### src/rtl/interrupt_sequencer.sv
// Interrupt sequencer: owns IFF1/IFF2, interrupt mode, EI shadow and NMI latch,
// decides acceptance at instruction boundaries and runs the acknowledge cycle.
module interrupt_sequencer #(
  parameter int unsigned INTA_TSTATES = 6,
  parameter int unsigned NMI_TSTATES  = 5,
  parameter logic [15:0] NMI_VECTOR   = 16'h0066,
  parameter logic [15:0] IM1_VECTOR   = 16'h0038
) (
  input  logic        Clk,
  input  logic        notReset,
  input  logic        INT,
  input  logic        NMI,
  input  logic        InstrEnd,
  input  logic        Op_EI,
  input  logic        Op_DI,
  input  logic        Op_RETN,
  input  logic        Op_IM,
  input  logic [1:0]  IM_Sel,
  input  logic [7:0]  I_Reg,
  input  logic [7:0]  VecByte,
  input  logic        PushDone,
  input  logic        TblDone,
  input  logic [15:0] TblData,
  input  logic        HaltState,
  output logic        IFF1,
  output logic        IFF2,
  output logic [1:0]  IM,
  output logic        AckActive,
  output logic        notINTA,
  output logic        PushReq,
  output logic        TblReq,
  output logic [15:0] TblAddr,
  output logic [15:0] Vector,
  output logic        VectorValid,
  output logic        HaltExit
);

  localparam int unsigned CNT_W = 3;
  localparam logic [CNT_W-1:0] INTA_LAST = CNT_W'(INTA_TSTATES);
  localparam logic [CNT_W-1:0] NMI_LAST  = CNT_W'(NMI_TSTATES);

  typedef enum logic [2:0] {
    S_IDLE, S_NMI_ACK, S_INT_ACK, S_PUSH, S_TBL, S_VECTOR
  } state_e;

  // Source of the interrupt being serviced; IM values map 1:1 onto the low codes.
  typedef enum logic [1:0] {
    KIND_IM0 = 2'd0, KIND_IM1 = 2'd1, KIND_IM2 = 2'd2, KIND_NMI = 2'd3
  } kind_e;

  state_e           state_q;
  kind_e            kind_q;
  logic [CNT_W-1:0] cnt_q;
  logic             iff1_q, iff2_q, shadow_q, nmi_prev_q, nmi_latch_q;
  logic [1:0]       im_q;
  logic [7:0]       vec_byte_q;
  logic             ack_q, ninta_q, push_req_q, tbl_req_q, vv_q, halt_exit_q;
  logic [15:0]      tbl_addr_q, vector_q;

  logic             iff1_d, iff2_d, shadow_d;
  logic [1:0]       im_d;
  logic             boundary, nmi_edge, nmi_pend, take_nmi, take_int, rst_byte;
  logic [15:0]      im0_vector;
  logic [15:0]      direct_vector;

  assign IFF1        = iff1_q;
  assign IFF2        = iff2_q;
  assign IM          = im_q;
  assign AckActive   = ack_q;
  assign notINTA     = ninta_q;
  assign PushReq     = push_req_q;
  assign TblReq      = tbl_req_q;
  assign TblAddr     = tbl_addr_q;
  assign Vector      = vector_q;
  assign VectorValid = vv_q;
  assign HaltExit    = halt_exit_q;

  assign boundary = (state_q == S_IDLE) & InstrEnd;
  assign nmi_edge = NMI & ~nmi_prev_q;
  // An edge arriving on the boundary cycle itself is taken immediately.
  assign nmi_pend = nmi_latch_q | nmi_edge;
  assign take_nmi = boundary & nmi_pend;
  assign take_int = boundary & ~nmi_pend & INT & iff1_d & ~shadow_d;

  assign rst_byte   = (&vec_byte_q[7:6]) & (&vec_byte_q[2:0]);
  assign im0_vector = rst_byte ? {10'b0, vec_byte_q[5:3], 3'b000} : IM1_VECTOR;

  // Instruction-end flag updates; acceptance looks at these updated values.
  always_comb begin
    iff1_d   = iff1_q;
    iff2_d   = iff2_q;
    shadow_d = shadow_q;
    im_d     = im_q;
    if (boundary) begin
      shadow_d = Op_EI & ~Op_DI;
      if (Op_DI) begin
        iff1_d = 1'b0;
        iff2_d = 1'b0;
      end else if (Op_EI) begin
        iff1_d = 1'b1;
        iff2_d = 1'b1;
      end else if (Op_RETN) begin
        iff1_d = iff2_q;
      end
      if (Op_IM) im_d = (IM_Sel == 2'd3) ? 2'd0 : IM_Sel;
    end
  end

  // Jump target for every source that does not need the IM2 table read.
  always_comb begin
    direct_vector = IM1_VECTOR;
    case (kind_q)
      KIND_NMI: direct_vector = NMI_VECTOR;
      KIND_IM0: direct_vector = im0_vector;
      default:  direct_vector = IM1_VECTOR;
    endcase
  end

  // Flags, NMI edge latch and acknowledge sequence with registered outputs.
  always_ff @(posedge Clk or negedge notReset) begin
    if (!notReset) begin
      state_q     <= S_IDLE;
      kind_q      <= KIND_IM0;
      cnt_q       <= '0;
      iff1_q      <= 1'b0;
      iff2_q      <= 1'b0;
      shadow_q    <= 1'b0;
      nmi_prev_q  <= 1'b0;
      nmi_latch_q <= 1'b0;
      im_q        <= 2'd0;
      vec_byte_q  <= 8'h00;
      ack_q       <= 1'b0;
      ninta_q     <= 1'b1;
      push_req_q  <= 1'b0;
      tbl_req_q   <= 1'b0;
      vv_q        <= 1'b0;
      halt_exit_q <= 1'b0;
      tbl_addr_q  <= 16'h0000;
      vector_q    <= 16'h0000;
    end else begin
      nmi_prev_q  <= NMI;
      iff1_q      <= iff1_d;
      iff2_q      <= iff2_d;
      shadow_q    <= shadow_d;
      im_q        <= im_d;
      halt_exit_q <= 1'b0;
      vv_q        <= 1'b0;
      if (take_nmi)      nmi_latch_q <= 1'b0;
      else if (nmi_edge) nmi_latch_q <= 1'b1;

      case (state_q)
        S_IDLE: begin
          if (take_nmi) begin
            iff2_q      <= iff1_d;
            iff1_q      <= 1'b0;
            kind_q      <= KIND_NMI;
            cnt_q       <= CNT_W'(1);
            ack_q       <= 1'b1;
            halt_exit_q <= HaltState;
            state_q     <= S_NMI_ACK;
          end else if (take_int) begin
            iff1_q      <= 1'b0;
            iff2_q      <= 1'b0;
            kind_q      <= kind_e'(im_d);
            cnt_q       <= CNT_W'(1);
            ack_q       <= 1'b1;
            halt_exit_q <= HaltState;
            state_q     <= S_INT_ACK;
          end
        end
        S_NMI_ACK: begin
          if (cnt_q == NMI_LAST) begin
            push_req_q <= 1'b1;
            state_q    <= S_PUSH;
          end else begin
            cnt_q <= cnt_q + CNT_W'(1);
          end
        end
        S_INT_ACK: begin
          if (cnt_q == CNT_W'(4)) vec_byte_q <= VecByte;
          if (cnt_q == INTA_LAST) begin
            ninta_q    <= 1'b1;
            push_req_q <= 1'b1;
            state_q    <= S_PUSH;
          end else begin
            cnt_q   <= cnt_q + CNT_W'(1);
            ninta_q <= ~((cnt_q == CNT_W'(2)) | (cnt_q == CNT_W'(3)));
          end
        end
        S_PUSH: begin
          if (PushDone) begin
            push_req_q <= 1'b0;
            if (kind_q == KIND_IM2) begin
              tbl_req_q  <= 1'b1;
              tbl_addr_q <= {I_Reg, vec_byte_q[7:1], 1'b0};
              state_q    <= S_TBL;
            end else begin
              vector_q <= direct_vector;
              vv_q     <= 1'b1;
              state_q  <= S_VECTOR;
            end
          end
        end
        S_TBL: begin
          if (TblDone) begin
            tbl_req_q <= 1'b0;
            vector_q  <= TblData;
            vv_q      <= 1'b1;
            state_q   <= S_VECTOR;
          end
        end
        S_VECTOR: begin
          ack_q   <= 1'b0;
          state_q <= S_IDLE;
        end
        default: state_q <= S_IDLE;
      endcase
    end
  end

endmodule

### config.mk
export PLATFORM = sky130hd
export DESIGN_NAME = interrupt_sequencer
export DESIGN_NICKNAME = d
export VERILOG_FILES = /design/src/rtl/interrupt_sequencer.sv
export SDC_FILE = /design/constraint.sdc
export NUM_CORES = 1
export LEC_CHECK = 0
export CAP_MARGIN = 20
export CORE_AREA = 2 2 78 80
export DETAILED_ROUTE_END_ITERATION = 6
export DIE_AREA = 0 0 80 82
export GPL_ROUTABILITY_DRIVEN = 0
export HOLD_SLACK_MARGIN = 0.12
export PLACE_DENSITY = 0.94
export SETUP_SLACK_MARGIN = 0.05
export SYNTH_ARGS = -nofsm -noshare
export SYNTH_HDL_FRONTEND = slang
export SYNTH_SLANG_ARGS = --single-unit
### constraint.sdc
create_clock -name Clk -period 4.7 [get_ports Clk]
set_clock_uncertainty 0.2 [all_clocks]
set_input_delay 0.94 -clock Clk [delete_from_list [all_inputs] [get_ports Clk]]
set_output_delay 0.94 -clock Clk [all_outputs]
set_load 0.02 [all_outputs]
=== Word-level counts from Yosys, hierarchy flattened ===
Index checks and enable logic that the tools add are counted.

* Bits in registers: 60
* Input bits: 46

* Add/subtract/negate cells: 1
* Eq/ne operators: 22
* Mux-type cells: 59
* Bitwise logic cells: 16
* Reductions and logical operators: 19

{| class="wikitable"
|+ Operator list
! kind !! count
|-
| 16-bit two-way mux || 3
|-
| 1-bit two-way mux || 32
|-
| 16-bit case mux with 2 select lines || 1
|-
| 3-bit two-way mux || 10
|-
| 2-bit != test, second input constant || 8
|-
| 4-bit AND reduction || 4
|-
| 3-bit equality test, second input constant || 5
|-
| 3-bit case mux with 5 select lines || 1
|-
| 7-bit case mux with 2 select lines || 1
|-
| 3-bit by 2-bit equality test with 1-bit output, second input constant || 4
|-
| 2-bit two-way mux || 5
|-
| 1-bit bitwise AND || 9
|-
| 3-bit case mux with 3 select lines || 1
|-
| 2-bit AND reduction || 4
|-
| 2-bit nonzero test || 4
|-
| 2-bit equality test, second input constant || 3
|-
| 6-bit two-way mux || 1
|-
| 1-bit case mux with 2 select lines || 3
|-
| 3-bit AND reduction || 2
|-
| 3-bit nonzero test || 2
|-
| 1-bit inverter || 5
|-
| 5-bit AND reduction || 1
|-
| 3-bit by 1-bit adder with 3-bit output, second input constant || 1
|-
| 3-bit by 1-bit equality test with 1-bit output, second input constant || 1
|-
| other kinds (5) || 6
|}

=== Longest topological paths before layout ===
Gate-level depths: netlist of run 1.

* Depth in word-level cells: 11
* Gate-level depth with buffers: 8
* Depth with buffers taken out: 7

=== Worst setup path after synthesis of run 1 ===
Ideal clock, no wire load.

* Path type: in2reg
* From: input port NMI
* To: register kind_q[0]
* Library setup time: 0.121 ns
* Data arrival time: 1.904 ns
* Setup slack: 2.475 ns
* Stages on the path: 4
* Buffers on the path: 0
* Cell sequence: nor2b_1 > or2_2 > or3_1 > o22a_1

* Word-level cells in the longest chain between the ends: 9
* Elaborated cells on any way between the ends: 11
* Those cells by class: mux: 1; bitwise: 8; reduce/logical: 2

{| class="wikitable"
|+ Ends and longest elaborated chain
! element !! line !! text
|-
| start: declaration || 12 || <nowiki>input logic NMI,</nowiki>
|-
| 1-bit bitwise AND (*) || 79 || <nowiki>assign nmi_edge = NMI & ~nmi_prev_q;</nowiki>
|-
| 1-bit bitwise OR (*) || 81 || <nowiki>assign nmi_pend = nmi_latch_q | nmi_edge;</nowiki>
|-
| 1-bit inverter || 83 || <nowiki>assign take_int = boundary & ~nmi_pend & INT & iff1_d & ~shadow_d;</nowiki>
|-
| 1-bit bitwise AND (4 in series) || 83 ||
|-
| 2-bit nonzero test (no line) || n/a ||
|-
| 2-bit AND reduction (no line) || n/a ||
|-
| end signal: assignment || 164 || <nowiki>kind_q <= kind_e'(im_d);</nowiki>
|-
| end: declaration || 52 || <nowiki>kind_e kind_q;</nowiki>
|}

Every way passes the cells marked *; elsewhere a longest branch is shown, timed or not.
A chain may end at the register's enable or synchronous reset.

=== Worst setup path in the final report of run 1 ===
* From: input port TblDone
* To: register vector_q[5], in the netlist Vector[5]

* Word-level cells in the longest chain between the ends: 2

{| class="wikitable"
|+ Ends and longest elaborated chain
! element !! line !! text
|-
| start: declaration || 22 || <nowiki>input logic TblDone,</nowiki>
|-
| 2-bit != test (no line) || n/a ||
|-
| 4-bit AND reduction (no line) || n/a ||
|-
| end signal: assignment || 198 || <nowiki>vector_q <= direct_vector;</nowiki>
|-
| end signal: assignment || 207 || <nowiki>vector_q <= TblData;</nowiki>
|-
| end: declaration || 58 || <nowiki>logic [15:0] tbl_addr_q, vector_q;</nowiki>
|}

Every way passes these cells.

==> metrics.md, run 1 <==
| Metric | Value |
|---|---|
| Status | `finished, final reports clean` |
| Largest area contributor in the netlist | `dfrtp_1` |
| Post-synth top cells | `dfrtp_1, mux2_2, nand2_1` |
| Max-cap violations | `0` |
| Post-DP HPWL | `4740 um` |
| Min Tclk post-route | `2.60 ns` |
| I/O pin cnt | `88` |
| Gr usage total | `0.222` |
| HP Class | `flip-flop to flip-flop` |
| Share of cells above drive strength 1 | `0.152` |
| CP startpoint kind | `primary input` |
| EDFF count, synth | `0` |
| Adder-cell area share of the yosys netlist | `0.0368` |
| Post-CTS sizing | `0` |
| Cell Pwr Density | `649 nW/um^2` |
| Critical path type | `primary input to flip-flop` |
| Starting density of the core | `0.473` |
| Pin count of the biggest net entering global routing | `60` |
| Measured slew at the worst slew-check pin | `0.739 ns` |
| 1st-pass router iterations | `4` |
| Worst endpoint required time | `4.72 ns` |
| Synth Area in Compound Gates | `0.144` |
| WL per Instance | `16.5 um` |
| CP arrival | `2.62 ns` |
| RSZ-0062 raised after global routing | `false` |
| Clock-pin slew on the worst setup and hold paths | `0.07 ns` |
| Final core utilization | `0.662` |
| Most frequent cell after synthesis | `dfrtp_1` |
| Number of routed nets with antenna violations | `0` |
| Synthesized area per cell | `11.5 um^2` |
| Port-buffer cells | `86` |
| Yosys cell types | `48` |
| CTS root buf | `clkbuf_8` |
| Global-route wire length before repair | `10900 um` |
| Width of the die | `80 um` |
| Main combinational cell family by area after synthesis | `compound AO/OA/AOI/OAI gates` |
| Die area | `6560 um^2` |
| Reg2reg setup slack | `2.12 ns` |
| Final Cycle Share | `0.553` |
| Cell row count | `28` |
| CP Max Fanout | `18` |
| Simple-Gate Fraction of Synth Area | `0.127` |
| Cells after Synth | `237` |
| Inserted Clock Buffers | `9` |
| Synth warnings | `0` |
| Reg-to-Reg End | `Vector[5]` |
| Sequential-to-total area share from yosys stat | `0.543` |
| Area Overhead vs Synth | `39.8%` |
| Synth Net Count | `291` |
| CP startpoint | `TblDone` |
| Max Freq | `385 MHz` |
| Synth Flop Type | `dfrtp_1` |
| Proportion of synthesized area in mux cells | `0.103` |
| Antenna cells | `0` |
| Via count of the first global-routing pass | `2239` |
| Largest cells by area after synthesis | `dfrtp_1, mux2_2, a22o_1` |
| CTS tree | `yes` |
| Die Y | `82 um` |
| Vias post-DR | `2140` |
| Top cell type's share of synthesized area | `0.534` |
| CTS sink cnt | `59` |
| Hold_buf cts | `0` |
| Setup TNS | `0 ns` |
| Worst reg2reg path startpoint | `state_q[1]` |
| Max-slew headroom at the worst pin | `0.507` |
| Final setup viols | `0` |
| Vias per cell | `5.28` |
| CP Capture Type | `flip-flop` |
| Worst reg-to-reg path cell count | `6` |
| Fin. Hold Viols | `0` |
| Fin nets | `379` |
| Final Max Slew Viols | `0` |
| Setup Buffers After CTS | `0` |
| VDD IR-drop max | `0.305 mV` |
| Wirelength, routed | `6690 um` |
| Lkg Pwr | `1.69 nW` |
| DRC | `0` |
| Overflow after GRT | `0` |
| Ys async rst share | `1.00` |
| Initial antenna violation count | `0` |
| Synth Area in XOR/XNOR | `0.00322` |
| Post-Synthesis Cell Area | `2720 um^2` |
| Detailed Route Iter0 Violations | `177` |
| Clock buffer depth | `2` |
| Critical path endpoint | `Vector[5]` |
| Worst-skew pair later-pin latency | `0.33 ns` |
| Core ar. | `5750 um^2` |
| #FFs+latches synth | `59` |
| Number of H-tree levels | `3` |
[sequential cells by signal (all words and copies together) (netlist names)]
name,count
AckActive,1
HaltExit,1
IFF1,1
IFF2,1
IM,2
PushReq,1
TblAddr,15
TblReq,1
Vector,16
VectorValid,1
cnt_q,3
kind_q,2
nmi_latch_q,1
nmi_prev_q,1
notINTA,1
state_q,3
vec_byte_q,8
[stage by stage]
step	cell area [um^2]	cells	setup WS, ns	hold WS (ns)	power [mW]
final	3800	405	2.10	0.275	2.47
after global routing	3800	405	1.98	0.303	2.62
after CTS	3800	405	2.09	0.281	2.48
after detailed placement	3610	389	1.76	0.271	2.00
after global placement	3610	389	1.85	0.260	1.95
after floorplan	2720	237	2.47	0.273	1.57
[power by group]
part	switching [mW]	internal [mW]	total [mW]	leakage, nW
sequential	0.196	0.718	0.915	0.745
clock	0.206	0.259	0.465	0.0926
combinational	0.549	0.541	1.09	0.850
[final cells by class]
type / instances / area (um^2)
sequential: 59 / 1480
inverter: 12 / 45.0
clock inverter: 4 / 50.0
multi-input combinational: 156 / 1130
fill: 432 / 1940
clock buffer: 12 / 145
timing repair buffer: 87 / 863
tap: 75 / 93.8
[how the worst min path moves through the flow]
stage                        startpoint            end  cells past startpoint
final                           notINTA        notINTA                      2
after global routing          Vector[5]      Vector[5]                      2
after CTS                       notINTA        notINTA                      2
after detailed placement        notINTA        notINTA                      2
after global placement        AckActive      AckActive                      1
after floorplan           vec_byte_q[0]  vec_byte_q[0]                      1
[critical path, cell delays in order]
cell             delay (ns)
clkdlybuf4s50_1        0.44
and2_2                 0.29
nor2_2                 0.59
inv_2                  0.15
o21ai_0                0.12
o21ai_1                0.07
[placed cells by master (no fill, tap or decap), drive strengths merged, types with 2 or more instances in the layout]
cell / instances
buf: 2
dfrtp: 58
clkdlybuf4s50: 85
nand3: 3
or3: 2
nor2: 19
ha: 8
o21ai: 16
a31oi: 4
clkbuf: 12
a211oi: 2
o22a: 2
a21oi: 12
inv: 12
nor3: 4
mux2i: 2
and2: 3
a22o: 12
clkinvlp: 2
nand3b: 2
nand2b: 4
mux2: 23
nand2: 18
[kinds of logic (layout without fill, tap and decap cells)]
| family | after synthesis | after routing |
|---|---|---|
| and+or+nand+nor | 64 | 64 |
| DFF | 59 | 59 |
| AOI/OAI and AO/OA | 57 | 57 |
| muxes | 25 | 25 |
| buffers and inverters | 22 | 115 |
| adders and majority gates | 8 | 8 |
| other | 1 | 1 |
| xor gates and xnor gates | 1 | 1 |
[layer usage]
metal  GRT usage  up-vias  wire length, um
met2       0.388       49             3740
met1       0.265     1064             2600
met3      0.0451       10              239
met5           0        -                0
met4      0.0983        0              108
li1            -     1017                -
Note: power is estimated with default switching activity, not from simulation.
==> inputs of run 2 (changes only) <==
CORE_AREA = 2 2 80 82   (was 2 2 78 80)
DIE_AREA = 0 0 82 84   (was 0 0 80 82)
PLACE_DENSITY = 0.91   (was 0.94)
clock period = 2.4 ns   (was 4.7 ns; I/O delays follow)
==> run 2 against run 1 <==
  * Sequential power rose by 88%
  * Clock power is 89% higher
  * Design area increased by 2.4%
  * Flip-flop and latch count stayed put
  * Via count increased by 2.4%
  * Combinational power grew 100%
  * Power grew 96%
  * Worst hold slack better by 0.010 ns
  * Largest cell class unchanged
  * Largest power group unchanged
==> metrics.md, run 2 (same netlist as run 1, synthesis figures left out) <==
| Metric | Value |
|---|---|
| Crit-path cells | `inv_1, ha_1, mux2_2, a211oi_4, a2111oi_1, a221o_1` |
| Core ar. | `6100 um^2` |
| Max FFs per register | `16` |
| Worst endpoint required time | `2.41 ns` |
| Hold_buf cts | `1` |
| Pin count of the biggest net entering global routing | `37` |
| CP Max Fanout | `6` |
| Reg-to-Reg End | `state_q[0]` |
| CP Capture Type | `flip-flop` |
| Final std cells w/o fill | `417` |
| Cell row count | `29` |
| Gate power share | `0.461` |
| Initial antenna violation count | `0` |
| Critical path endpoint | `state_q[0]` |
| CTS tree | `yes` |
| Fin nets | `389` |
| Overflow after GRT | `0` |
| Measured slew at the worst slew-check pin | `0.669 ns` |
| Clock buffer depth | `2` |
| RSZ-0062 raised after global routing | `false` |
| 1st-pass router iterations | `4` |
| Gr usage total | `0.198` |
| Area Overhead vs Synth | `43.1%` |
| Max-cap violations | `0` |
| Clock-pin slew on the worst setup and hold paths | `0.07 ns` |
| Antenna cells | `0` |
| Starting density of the core | `0.446` |
| Worst reg-to-reg path cell count | `6` |
| Seq pwr share | `0.356` |
| Wirelength, routed | `6310 um` |
| DRC | `0` |
| Most frequent cells in the layout | `clkdlybuf4s50_1, dfrtp_1, mux2_2` |
| Post-DP HPWL | `4700 um` |
| Final core utilization | `0.639` |
| Vias per cell | `5.25` |
| Worst-skew pair later-pin latency | `0.32 ns` |
| VDD IR-drop max | `0.600 mV` |
| CTS root buf | `clkbuf_8` |
| Lkg Pwr | `1.75 nW` |
| Worst reg2reg path startpoint | `cnt_q[0]` |
| Global-route wire length before repair | `10400 um` |
| HP Class | `flip-flop to flip-flop` |
| Inst Count DP | `400` |
| Switching share of power | `0.375` |
| Hold Slack | `0.286 ns` |
| Vias post-DR | `2191` |
| Fin. Hold Viols | `0` |
| Max-slew headroom at the worst pin | `0.554` |
| Area after DPL | `3690 um^2` |
| Post-CTS sizing | `0` |
| Inserted Clock Buffers | `9` |
| Pint | `3.02 mW` |
| Min Tclk post-route | `2.18 ns` |
| Reg2reg setup slack | `0.22 ns` |
| Detailed Route Iter0 Violations | `168` |
| Final Cycle Share | `0.907` |
| Cell area after layout | `3890 um^2` |
| CP startpoint | `cnt_q[0]` |
| CP startpoint kind | `flip-flop` |
| Setup Buffers After CTS | `0` |
| Die area | `6890 um^2` |
| Status | `finished, final reports clean` |
| I/O pin cnt | `88` |
| WL per Instance | `15.1 um` |
| P_sw | `1.81 mW` |
| Slowest-stage cell, CP | `dfrtp_1` |
| Fill cells | `512` |
| CTS sink cnt | `59` |
| Die Y | `84 um` |
| Share of cells above drive strength 1 | `0.176` |
| Clock power frac | `0.182` |
| Width of the die | `82 um` |
| Via count of the first global-routing pass | `2268` |
| Port-buffer cells | `86` |
| Number of H-tree levels | `3` |
| Number of routed nets with antenna violations | `0` |
| Setup TNS | `0 ns` |
| Max Freq | `460 MHz` |
| Cell Pwr Density | `1240 nW/um^2` |
| Critical path type | `flip-flop to flip-flop` |
| Commonest non-fill, non-tap cell in the layout | `clkdlybuf4s50_1` |
| Max incr delay on CP | `0.38 ns` |
| Final setup viols | `0` |
| Final Max Slew Viols | `0` |
| CP arrival | `2.18 ns` |
[run 2: changes by cell type in the layout (fill, tap and decap cells not counted), sizes merged]
cell         delta
clkinvlp        -1
clkbuf          -1
buf             +9
clkinv          +2
dlygate4sd3     +1
[run 2: layout make-up]
class | instances | area, um^2 | share of cell area
inverter | 12 | 45.0 | 0.0116
tap | 77 | 96.3 | 0.0247
clock inverter | 5 | 52.6 | 0.0135
clock buffer | 11 | 141 | 0.0363
multi-input combinational | 156 | 1130 | 0.290
sequential | 59 | 1480 | 0.379
timing repair buffer | 97 | 953 | 0.245
[run 2: power by group through the flow]
stage	Sequential, mW	Clock [mW]	Combinational (mW)
after floorplan	1.96	0	1.12
after global placement	1.71	0	2.16
after detailed placement	1.74	0	2.24
after CTS	1.72	0.904	2.25
after global routing	1.78	0.957	2.44
final	1.72	0.881	2.23
[run 2: critical path, delay by kind of cell (launching register included)]
kind / cells / cell delay (ns)
flops: 1 / 0.38
fa+ha+maj: 1 / 0.25
compound gates: 3 / 0.83
mux: 1 / 0.30
buf+inv: 1 / 0.09
[run 2: worst min-delay path by stage]
stage,start,to,slack [ns],depth (start not counted)
detailed placement,Vector[2],Vector[2],0.27,2
floorplan,notReset,AckActive,-0.02,0
global placement,TblAddr[5],TblAddr[5],0.27,2
global route,Vector[7],Vector[7],0.32,1
CTS,Vector[2],Vector[2],0.29,2
finish,Vector[2],Vector[2],0.29,2
[run 2: metrics by stage]
stage / total power [mW] / setup WS, ns
6_report: 4.83 / 0.224
5_1_grt: 5.18 / 0.113
3_3_place_gp: 3.87 / 0.137
2_1_floorplan: 3.07 / 0.429
3_5_place_dp: 3.97 / 0.0669
4_1_cts: 4.88 / 0.218
[run 2: per-layer routing]
layer	vias to the layer above	wire length, um	GRT usage
li1	1032	-	-
met1	1087	2590	0.232
met2	60	3270	0.335
met3	12	350	0.0541
met4	0	101	0.0848
met5	-	0	0
==> inputs of run 3 (changes only) <==
==> constraint.sdc (replaced) <==
create_clock -name Clk -period 2.2 [get_ports Clk]
set_clock_uncertainty 0.2 [all_clocks]
set_input_delay 0.44 -clock Clk [delete_from_list [all_inputs] [get_ports Clk]]
set_output_delay 0.44 -clock Clk [all_outputs]
set_load 0.01 [all_outputs]
==> run 3 against run 2 <==
  * Register-to-register slack lost 0.06 ns
  * Highest routed layer unchanged
  * Critical path depth grew 1
  * Power grew 6.8%
  * Count of clock-buffer cells in the layout grew 4
  * First-iteration DRC count is the same
  * Flip-flop and latch count is the same
  * Critical endpoint is now cnt_q[1]
  * Design area grew 1.5%
  * Final cell count grew 1.4%
==> metrics.md, run 3 (same netlist as run 1, synthesis figures left out) <==
| Metric | Value |
|---|---|
| Status | `finished, final reports clean` |
| CTS tree | `yes` |
| Inserted Clock Buffers | `9` |
| Cell Pwr Density | `1310 nW/um^2` |
| Top layer in use | `met4` |
| Post-DP HPWL | `4640 um` |
| WL per Instance | `14.6 um` |
| Setup TNS | `0 ns` |
| Cell row count | `29` |
| Multi-input gate area | `1130 um^2` |
| CP Max Fanout | `5` |
| Final core utilization | `0.648` |
| CTS root buf | `clkbuf_8` |
| Wirelength, routed | `6180 um` |
| Pre-CTS WS | `-0.0126 ns` |
| Share of cells above drive strength 1 | `0.185` |
| Pin count of the biggest net entering global routing | `26` |
| Max-slew headroom at the worst pin | `0.614` |
| Min Tclk post-route | `2.03 ns` |
| Met1 WL | `2560 um` |
| Global-route wire length before repair | `10400 um` |
| CP startpoint kind | `flip-flop` |
| Vias per cell | `5.16` |
| Detailed Route Iter0 Violations | `168` |
| I/O pin cnt | `88` |
| Clock buffer depth | `2` |
| Switching share of power | `0.336` |
| P_sw | `1.73 mW` |
| Most frequent cells in the layout | `clkdlybuf4s50_1, dfrtp_1, mux2_2` |
| Initial antenna violation count | `0` |
| Lkg Pwr | `1.78 nW` |
| Worst-skew pair later-pin latency | `0.33 ns` |
| Die Y | `84 um` |
| Fin nets | `395` |
| Seq pwr share | `0.362` |
| Width of the die | `82 um` |
| RSZ-0062 raised after global routing | `false` |
| Gate power share | `0.442` |
| Via count of the first global-routing pass | `2239` |
| Hold wc startpoint | `notINTA` |
| Fin. Hold Viols | `0` |
| Die area | `6890 um^2` |
| Clock power frac | `0.196` |
| FF/Latch Area | `1480 um^2` |
| Commonest non-fill, non-tap cell in the layout | `clkdlybuf4s50_1` |
| CP startpoint | `cnt_q[0]` |
| DRC | `0` |
| HP Class | `flip-flop to flip-flop` |
| Worst reg2reg path startpoint | `cnt_q[0]` |
| Final Max Slew Viols | `0` |
| Pwr Total | `5.16 mW` |
| Number of routed nets with antenna violations | `0` |
| Max FFs per register | `16` |
| Critical path type | `flip-flop to flip-flop` |
| Port-buffer cells | `86` |
| Measured slew at the worst slew-check pin | `0.579 ns` |
| Overflow after GRT | `0` |
| WL met2 | `3140 um` |
| Clock-pin slew on the worst setup and hold paths | `0.07 ns` |
| Starting density of the core | `0.446` |
| Metal3 WL | `421 um` |
| CP Capture Type | `flip-flop` |
| Pint | `3.43 mW` |
| CTS sink cnt | `59` |
| Max-cap violations | `0` |
| Worst endpoint required time | `2.22 ns` |
| Gr usage total | `0.198` |
| Fill cells | `485` |
| Hold Slack | `0.277 ns` |
| CP arrival | `2.05 ns` |
| Number of H-tree levels | `3` |
| Final Cycle Share | `0.924` |
| Core ar. | `6100 um^2` |
| Setup Buffers After CTS | `0` |
| Antenna cells | `0` |
| Vias post-DR | `2182` |
| VDD IR-drop max | `0.714 mV` |
| Area Overhead vs Synth | `45.3%` |
| Final WS setup | `0.167 ns` |
| 1st-pass router iterations | `4` |
| Final setup viols | `0` |
| Max Freq | `492 MHz` |
[run 3: power groups by stage]
stage / Clock [mW] / Sequential (mW) / Combinational (mW)
after floorplan: 0 / 1.91 / 1.22
after global placement: 0 / 1.85 / 2.23
after detailed placement: 0 / 1.88 / 2.30
after CTS: 1.03 / 1.86 / 2.31
after global routing: 1.10 / 1.92 / 2.52
final: 1.01 / 1.87 / 2.28
[run 3: final timing paths]
| path | slack (ns) | endpoint | depth (start not counted) |
|---|---|---|---|
| worst max-delay path | 0.17 | cnt_q[1] | 7 |
| worst min-delay path | 0.28 | notINTA | 2 |
| worst max register to register | 0.17 | cnt_q[1] | 7 |
| worst min register to register | 0.28 | notINTA | 2 |
| max in group asynchronous | 0.67 | Vector[5] | 3 |
| min in group asynchronous | 0.44 | cnt_q[1] | 2 |
[run 3: layout make-up]
| cell class | count | share of cell area |
|---|---|---|
| Clock buffer | 15 | 0.0446 |
| Clock inverter | 1 | 0.00760 |
| Inverter | 12 | 0.0114 |
| Multi-Input combinational cell | 156 | 0.285 |
| Sequential cell | 59 | 0.374 |
| Tap cell | 77 | 0.0244 |
| Timing Repair Buffer | 103 | 0.253 |
[run 3: repair_timing]
action                    in CTS  in global routing
gates resized for setup        0                  0
hold endpoints to repair      22                  0
hold buffers                   1                  0
[run 3: critical path, cell delays in order, from the launching register on]
cell and delay (ns):
dfrtp_1 0.38, inv_1 0.10, ha_1 0.25, mux2_2 0.30
a211oi_4 0.26, buf_4 0.17, a21oi_1 0.06, a22o_1 0.20
[run 3: per-layer routing]
layer  global-route usage  vias up
li1                     -     1047
met1                0.253     1063
met2                0.317       65
met3               0.0703        7
met4               0.0500        0
met5                    0        -
[run 3: through the flow]
stage,cell area [um^2],std cells
2_1_floorplan,2720,237
5_1_grt,3950,423
3_3_place_gp,3730,406
4_1_cts,3950,423
3_5_place_dp,3730,406
6_report,3950,423
